--- config.mk ---
export PLATFORM = sky130hd
export DESIGN_NAME = oc8051_sfr_arb
export DESIGN_NICKNAME = d
export VERILOG_FILES = /design/src/rtl/oc8051_sfr_arb_pkg.sv /design/src/rtl/oc8051_sat_cnt.sv /design/src/rtl/oc8051_sfr_arb.sv
export SDC_FILE = /design/constraint.sdc
export NUM_CORES = 1
export LEC_CHECK = 0
export ABC_CLOCK_PERIOD_IN_PS = 3200
export CAP_MARGIN = 5
export CORE_ASPECT_RATIO = 1.1
export CORE_MARGIN = 5
export CORE_UTILIZATION = 40
export DETAILED_ROUTE_END_ITERATION = 10
export PLACE_DENSITY_LB_ADDON = 0.15
export SLEW_MARGIN = 40
export SYNTH_ARGS = -nofsm -noshare
export SYNTH_HDL_FRONTEND = slang
export SYNTH_SLANG_ARGS = --single-unit
--- constraint.sdc ---
create_clock -name clk -period 3.2 [get_ports clk]
set_input_delay 0.64 -clock clk [delete_from_list [all_inputs] [get_ports clk]]
set_output_delay 0.64 -clock clk [all_outputs]
set_load 0.1 [all_outputs]
--- src/rtl/oc8051_sfr_arb_pkg.sv ---
// Shared types and constants for the SFR port arbiter: state encodings,
// protected SFR addresses and the SFR access bus payload.
package oc8051_sfr_arb_pkg;

  localparam int unsigned SFR_AW = 8;
  localparam int unsigned SFR_DW = 8;
  localparam int unsigned CNT_W  = 8;

  typedef enum logic [2:0] {
    OC8051_ARB_IDLE   = 3'd0,
    OC8051_ARB_GRANT  = 3'd1,
    OC8051_ARB_RDWAIT = 3'd2,
    OC8051_ARB_ACK    = 3'd3,
    OC8051_ARB_DRAIN  = 3'd4
  } arb_state_t;

  // Existing SFR map addresses that debug writes may not touch when protected
  localparam logic [SFR_AW-1:0] OC8051_SFR_SP  = 8'h81;
  localparam logic [SFR_AW-1:0] OC8051_SFR_PSW = 8'hD0;

  typedef struct packed {
    logic [SFR_AW-1:0] adr;
    logic [SFR_DW-1:0] dat;
    logic              we;
  } sfr_bus_t;

  function automatic logic is_prot_adr(input logic [SFR_AW-1:0] adr);
    return (adr == OC8051_SFR_SP) || (adr == OC8051_SFR_PSW);
  endfunction

endpackage

--- src/rtl/oc8051_sat_cnt.sv ---
// Saturating up-counter with synchronous clear; hit_c flags count == limit
// and the count holds there until cleared.
module oc8051_sat_cnt
  import oc8051_sfr_arb_pkg::*;
#(
  parameter int unsigned W = CNT_W
) (
  input  logic         clk,
  input  logic         rst_n,
  input  logic         clr,
  input  logic         inc,
  input  logic [W-1:0] limit,
  output logic         hit_c
);

  logic [W-1:0] cnt;

  assign hit_c = (cnt == limit);

  always_ff @(posedge clk or negedge rst_n) begin
    if (!rst_n) begin
      cnt <= '0;
    end else if (clr) begin
      cnt <= '0;
    end else if (inc && !hit_c) begin
      cnt <= cnt + W'(1);
    end
  end

endmodule

--- src/rtl/oc8051_sfr_arb.sv ---
// Shares the SFR access port between the CPU core and a debug requester.
// Define OC8051_SFR_ARB_PROT_EN to block debug writes to SP and PSW.
module oc8051_sfr_arb
  import oc8051_sfr_arb_pkg::*;
#(
  parameter int unsigned STARVE_MAX = 8,
  parameter int unsigned TIMEOUT    = 15
) (
  input  logic              clk,
  input  logic              rst_n,
  input  logic              core_req,
  input  logic              core_we,
  input  logic [SFR_AW-1:0] core_adr,
  input  logic [SFR_DW-1:0] core_dat,
  output logic              core_stall,
  input  logic              dbg_req,
  input  logic              dbg_we,
  input  logic [SFR_AW-1:0] dbg_adr,
  input  logic [SFR_DW-1:0] dbg_wdat,
  output logic              dbg_ack,
  output logic [SFR_DW-1:0] dbg_rdat,
  output logic              dbg_err,
  output logic [SFR_AW-1:0] sfr_adr,
  output logic [SFR_DW-1:0] sfr_dat,
  output logic              sfr_we,
  input  logic [SFR_DW-1:0] sfr_rdat,
  input  logic              sfr_wait
);

  arb_state_t state;
  logic       armed;
  logic       blk;

  logic       starve_inc_c;
  logic       starve_clr_c;
  logic       starve_hit_c;
  logic       to_inc_c;
  logic       to_clr_c;
  logic       to_hit_c;
  logic       grant_go_c;
  logic       prot_c;
  sfr_bus_t   sfr_bus_c;

  // Starvation count runs only while core traffic is blocking an armed debug request
  assign starve_inc_c = (state == OC8051_ARB_IDLE) && dbg_req && armed && core_req;
  assign starve_clr_c = !starve_inc_c;
  assign grant_go_c   = (state == OC8051_ARB_IDLE) && dbg_req && armed &&
                        (!core_req || starve_hit_c);

  assign to_inc_c = (state == OC8051_ARB_RDWAIT) && sfr_wait;
  assign to_clr_c = (state != OC8051_ARB_RDWAIT);

`ifdef OC8051_SFR_ARB_PROT_EN
  assign prot_c = dbg_we && is_prot_adr(dbg_adr);
`else
  assign prot_c = 1'b0;
`endif

  oc8051_sat_cnt #(.W(CNT_W)) u_starve_cnt (
    .clk   (clk),
    .rst_n (rst_n),
    .clr   (starve_clr_c),
    .inc   (starve_inc_c),
    .limit (CNT_W'(STARVE_MAX)),
    .hit_c (starve_hit_c)
  );

  oc8051_sat_cnt #(.W(CNT_W)) u_to_cnt (
    .clk   (clk),
    .rst_n (rst_n),
    .clr   (to_clr_c),
    .inc   (to_inc_c),
    .limit (CNT_W'(TIMEOUT)),
    .hit_c (to_hit_c)
  );

  // Port ownership decodes from registered state only
  always_comb begin
    sfr_bus_c.adr = core_adr;
    sfr_bus_c.dat = core_dat;
    sfr_bus_c.we  = core_we & core_req;
    case (state)
      OC8051_ARB_GRANT: begin
        sfr_bus_c.adr = dbg_adr;
        sfr_bus_c.dat = dbg_wdat;
        sfr_bus_c.we  = dbg_we & !prot_c;
      end
      OC8051_ARB_RDWAIT: begin
        sfr_bus_c.adr = dbg_adr;
        sfr_bus_c.dat = dbg_wdat;
        sfr_bus_c.we  = 1'b0;
      end
      default: ;
    endcase
  end

  assign sfr_adr = sfr_bus_c.adr;
  assign sfr_dat = sfr_bus_c.dat;
  assign sfr_we  = sfr_bus_c.we;

  // Sequencer; stall and ack are registered alongside the state transition
  always_ff @(posedge clk or negedge rst_n) begin
    if (!rst_n) begin
      state      <= OC8051_ARB_IDLE;
      core_stall <= 1'b0;
      dbg_ack    <= 1'b0;
      dbg_rdat   <= '0;
      dbg_err    <= 1'b0;
      armed      <= 1'b1;
      blk        <= 1'b0;
    end else begin
      dbg_ack <= 1'b0;
      case (state)
        OC8051_ARB_IDLE: begin
          if (grant_go_c) begin
            state      <= OC8051_ARB_GRANT;
            core_stall <= 1'b1;
          end
        end
        OC8051_ARB_GRANT: begin
          state <= OC8051_ARB_RDWAIT;
          blk   <= prot_c;
        end
        OC8051_ARB_RDWAIT: begin
          if (!sfr_wait) begin
            dbg_rdat   <= sfr_rdat;
            dbg_err    <= blk;
            dbg_ack    <= 1'b1;
            core_stall <= 1'b0;
            state      <= OC8051_ARB_ACK;
          end else if (to_hit_c) begin
            dbg_rdat   <= '0;
            dbg_err    <= 1'b1;
            dbg_ack    <= 1'b1;
            core_stall <= 1'b0;
            state      <= OC8051_ARB_ACK;
          end
        end
        OC8051_ARB_ACK: begin
          armed <= 1'b0;
          state <= OC8051_ARB_DRAIN;
        end
        OC8051_ARB_DRAIN: begin
          // A request still held from the last ack must drop before re-arming
          if (!dbg_req) begin
            armed <= 1'b1;
            state <= OC8051_ARB_IDLE;
          end
        end
        default: begin
          state      <= OC8051_ARB_IDLE;
          core_stall <= 1'b0;
        end
      endcase
    end
  end

endmodule

==> results_dict.tcl <==
set metrics [dict create \
    status "finished, final reports clean" \
    die-area_sq_mm 0.00584 \
    synth_compound_area_share_pct 17.4 \
    tightest_slew_ns 0.619 \
    cts_tree "done" \
    path_delay_family "buffers and inverters" \
    cts_setup_buffers 0 \
    crit_path_max_fanout 3 \
    ys_seq_area_share_pct 44.0 \
    overflow 0 \
    antenna_left 0 \
    hold_class "flip-flop to flip-flop" \
    placed_area_sq_mm 0.00268 \
    synth_nets 223 \
    worstSetupStartpoint "core_req" \
    num_rows 25 \
    fin_crit_ns 2.51 \
    via_per_inst 5.43 \
    fp.coreArea_sq_mm 0.00429 \
    cts_sinks 31 \
    slowest_stage "clkdlybuf4s50_1" \
    seqCellArea_sq_um 777 \
    syn_inst 173 \
    cp_cell_sequence "clkdlybuf4s50_1 > nand2_1 > o22a_1 > o22ai_1 > buf_12" \
    max_clock_freq_ghz 0.398 \
    cts_buffers 5 \
    netlist.top_cell.by_area "dfrtp_1" \
    syn_to_final_growth_pct 58.5 \
    synth_edf_count 0 \
    syn_area_sq_mm 0.00177 \
    clk_path_buf_depth 2 \
    cts_hold_buf 0 \
    syn_area_per_cell_sq_um 10.2 \
    cts_htree_levels 2 \
    slew_violations 0 \
    ys_async_sr_fraction_pct 100 \
    clk_pin_slew_ns 0.06 \
    route.detailed.drc 0 \
    die_w_um 73.3 \
    diodes 0 \
    setup_viol 0 \
    synth_xor_area_share_pct 1.49 \
    clock_latency_ns 0.28 \
    finalClockSkew_ns 0.00424 \
    r2r_slack_ns 1.31 \
    critPathLaunchType "input pin" \
    initial_core_util_pct 41.2 \
    fin_setup_tns_ns 0 \
    fillerInstances 356 \
    track_usage_pct 16.9 \
    crit_cells 5 \
    ys_ff_latch 31 \
    ys_types 48 \
    reg2reg_from "state[2]" \
    synth_area_leaders "dfrtp_1 (43%), mux2_2 (10%), a21oi_1 (3.7%)" \
    drive_gt1_share_pct 26.6 \
    cpPeakStageDelay_ns 0.50 \
    first_iter_violations 114 \
    first_global_vias 1639 \
    worstPathBufferInverterCount 2 \
    ys_warn_count 0 \
    required_ns 2.56 \
    final_cell_area_sq_mm 0.00280 \
    synth_ff_type "dfrtp_1" \
    gp_congestion 0.748 \
    relSlewSlack_pct 58.2 \
    synth_adder_area_share_pct 2.13 \
    finalHoldViolCount 0 \
    routed_wl_um 4460 \
    grt_max_degree 32 \
    synth.most_common_cell "dfrtp_1" \
    multi_input_area_sq_um 922 \
    crit_type "input pin to output port" \
    grt_pass1_wl_um 7480 \
    cp-endpoint "sfr_we" \
    antenna_found_initial 0 \
    ys_top_cells_by_count "dfrtp_1 (30), mux2_2 (16), nand2_1 (14)" \
    rsz0062_at_grt "no" \
    vias 1639 \
    finalCritPeriodShare_pct 78.4 \
    firstDrtPassIters 4 \
    ctsResizeCount 0 \
    io_buffers 74 \
    wl_per_cell_um 14.8 \
    arrival_ns 1.87 \
    ff2ff_path_depth 3 \
    cp-end-kind "output port" \
    reg2reg_to "dbg_rdat[3]" \
    hpwlAfterDp_um 3470 \
    synth_mux_area_share_pct 11.3 \
    die_height_um 79.7 \
    synthSimpleGateAreaFrac_pct 19.8 \
    nets 297 \
    io_pins 75 \
    cap_viol_max_count 0 \
    synth_top_family_by_area "simple AND/OR/NAND/NOR gates" \
    yosys.area.top_type_share_pct 42.5 \
    root_buffer "clkbuf_8" \
]
==> cell type report <==
cell class	instances	share of cell area [%]
tap	54	2.42
inverter	4	0.537
multi-input combinational	129	33.0
clock buffer	6	2.95
clock inverter	2	1.25
timing repair buffer	76	32.1
sequential	31	27.8
==> metal layers <==
layer / global-route usage [%] / wire (um) / up-vias
met1: 19.3 / 1720 / 766
met3: 11.0 / 673 / 9
met4: 6.52 / 78 / 0
li1: - / - / 792
met2: 25.0 / 1990 / 72
met5: 0 / 0 / -
==> logic make-up after synthesis <==
group           after synthesis
simple gates                 62
fa+ha+maj                     3
flops                        31
xor+xnor                      3
buf+inv                      13
mux                          18
compound gates               43
==> flip-flops by register name, summed over array words and instances (netlist names) <==
name and flops:
u_starve_cnt.cnt 8, core_stall 1, dbg_err 1, armed 1, u_to_cnt.cnt 8, dbg_rdat 8
state 3, dbg_ack 1
==> through the flow <==
| stage | util, % | instances | worst slack [ns] | hold WS [ns] |
|---|---|---|---|---|
| after floorplan | - | 173 | 0.245 | 0.344 |
| after global placement | 62.5 | 294 | 0.681 | 0.459 |
| after detailed placement | 62.5 | 294 | 0.677 | 0.460 |
| after CTS | 65.3 | 302 | 0.677 | 0.472 |
| after global routing | 65.3 | 302 | 0.598 | 0.498 |
| final | 65.3 | 302 | 0.690 | 0.468 |
==> layout by cell type, fill, tap and decap left out, types with 4 or more instances in the layout <==
cell type        count
a21oi_1             13
a221o_1              4
a221o_2              4
and2_0               4
and2_1               4
buf_12              17
buf_4               13
clkbuf_8             6
clkdlybuf4s50_1     46
dfrtp_1             30
inv_1                4
mux2_2              16
nand2_1             14
nand3_1              7
nor2_1               5
nor3_1               5
o21ai_0              9
or3_1                5
==> worst min-delay path, delay by kind of cell (launching register included) <==
family | cells | cell delay, ns
flip-flops | 1 | 0.37
AND/OR/NAND/NOR | 2 | 0.10
==> how the worst min path moves through the flow <==
stage,from,end,cells after the start
detailed placement,armed,armed,2
global placement,armed,armed,2
CTS,armed,armed,2
finish,armed,armed,2
floorplan,rst_n,core_stall,0
global route,armed,armed,2
Power is not shown: default switching activity piles up to over one toggle a cycle in this logic, so the estimate is an artifact.
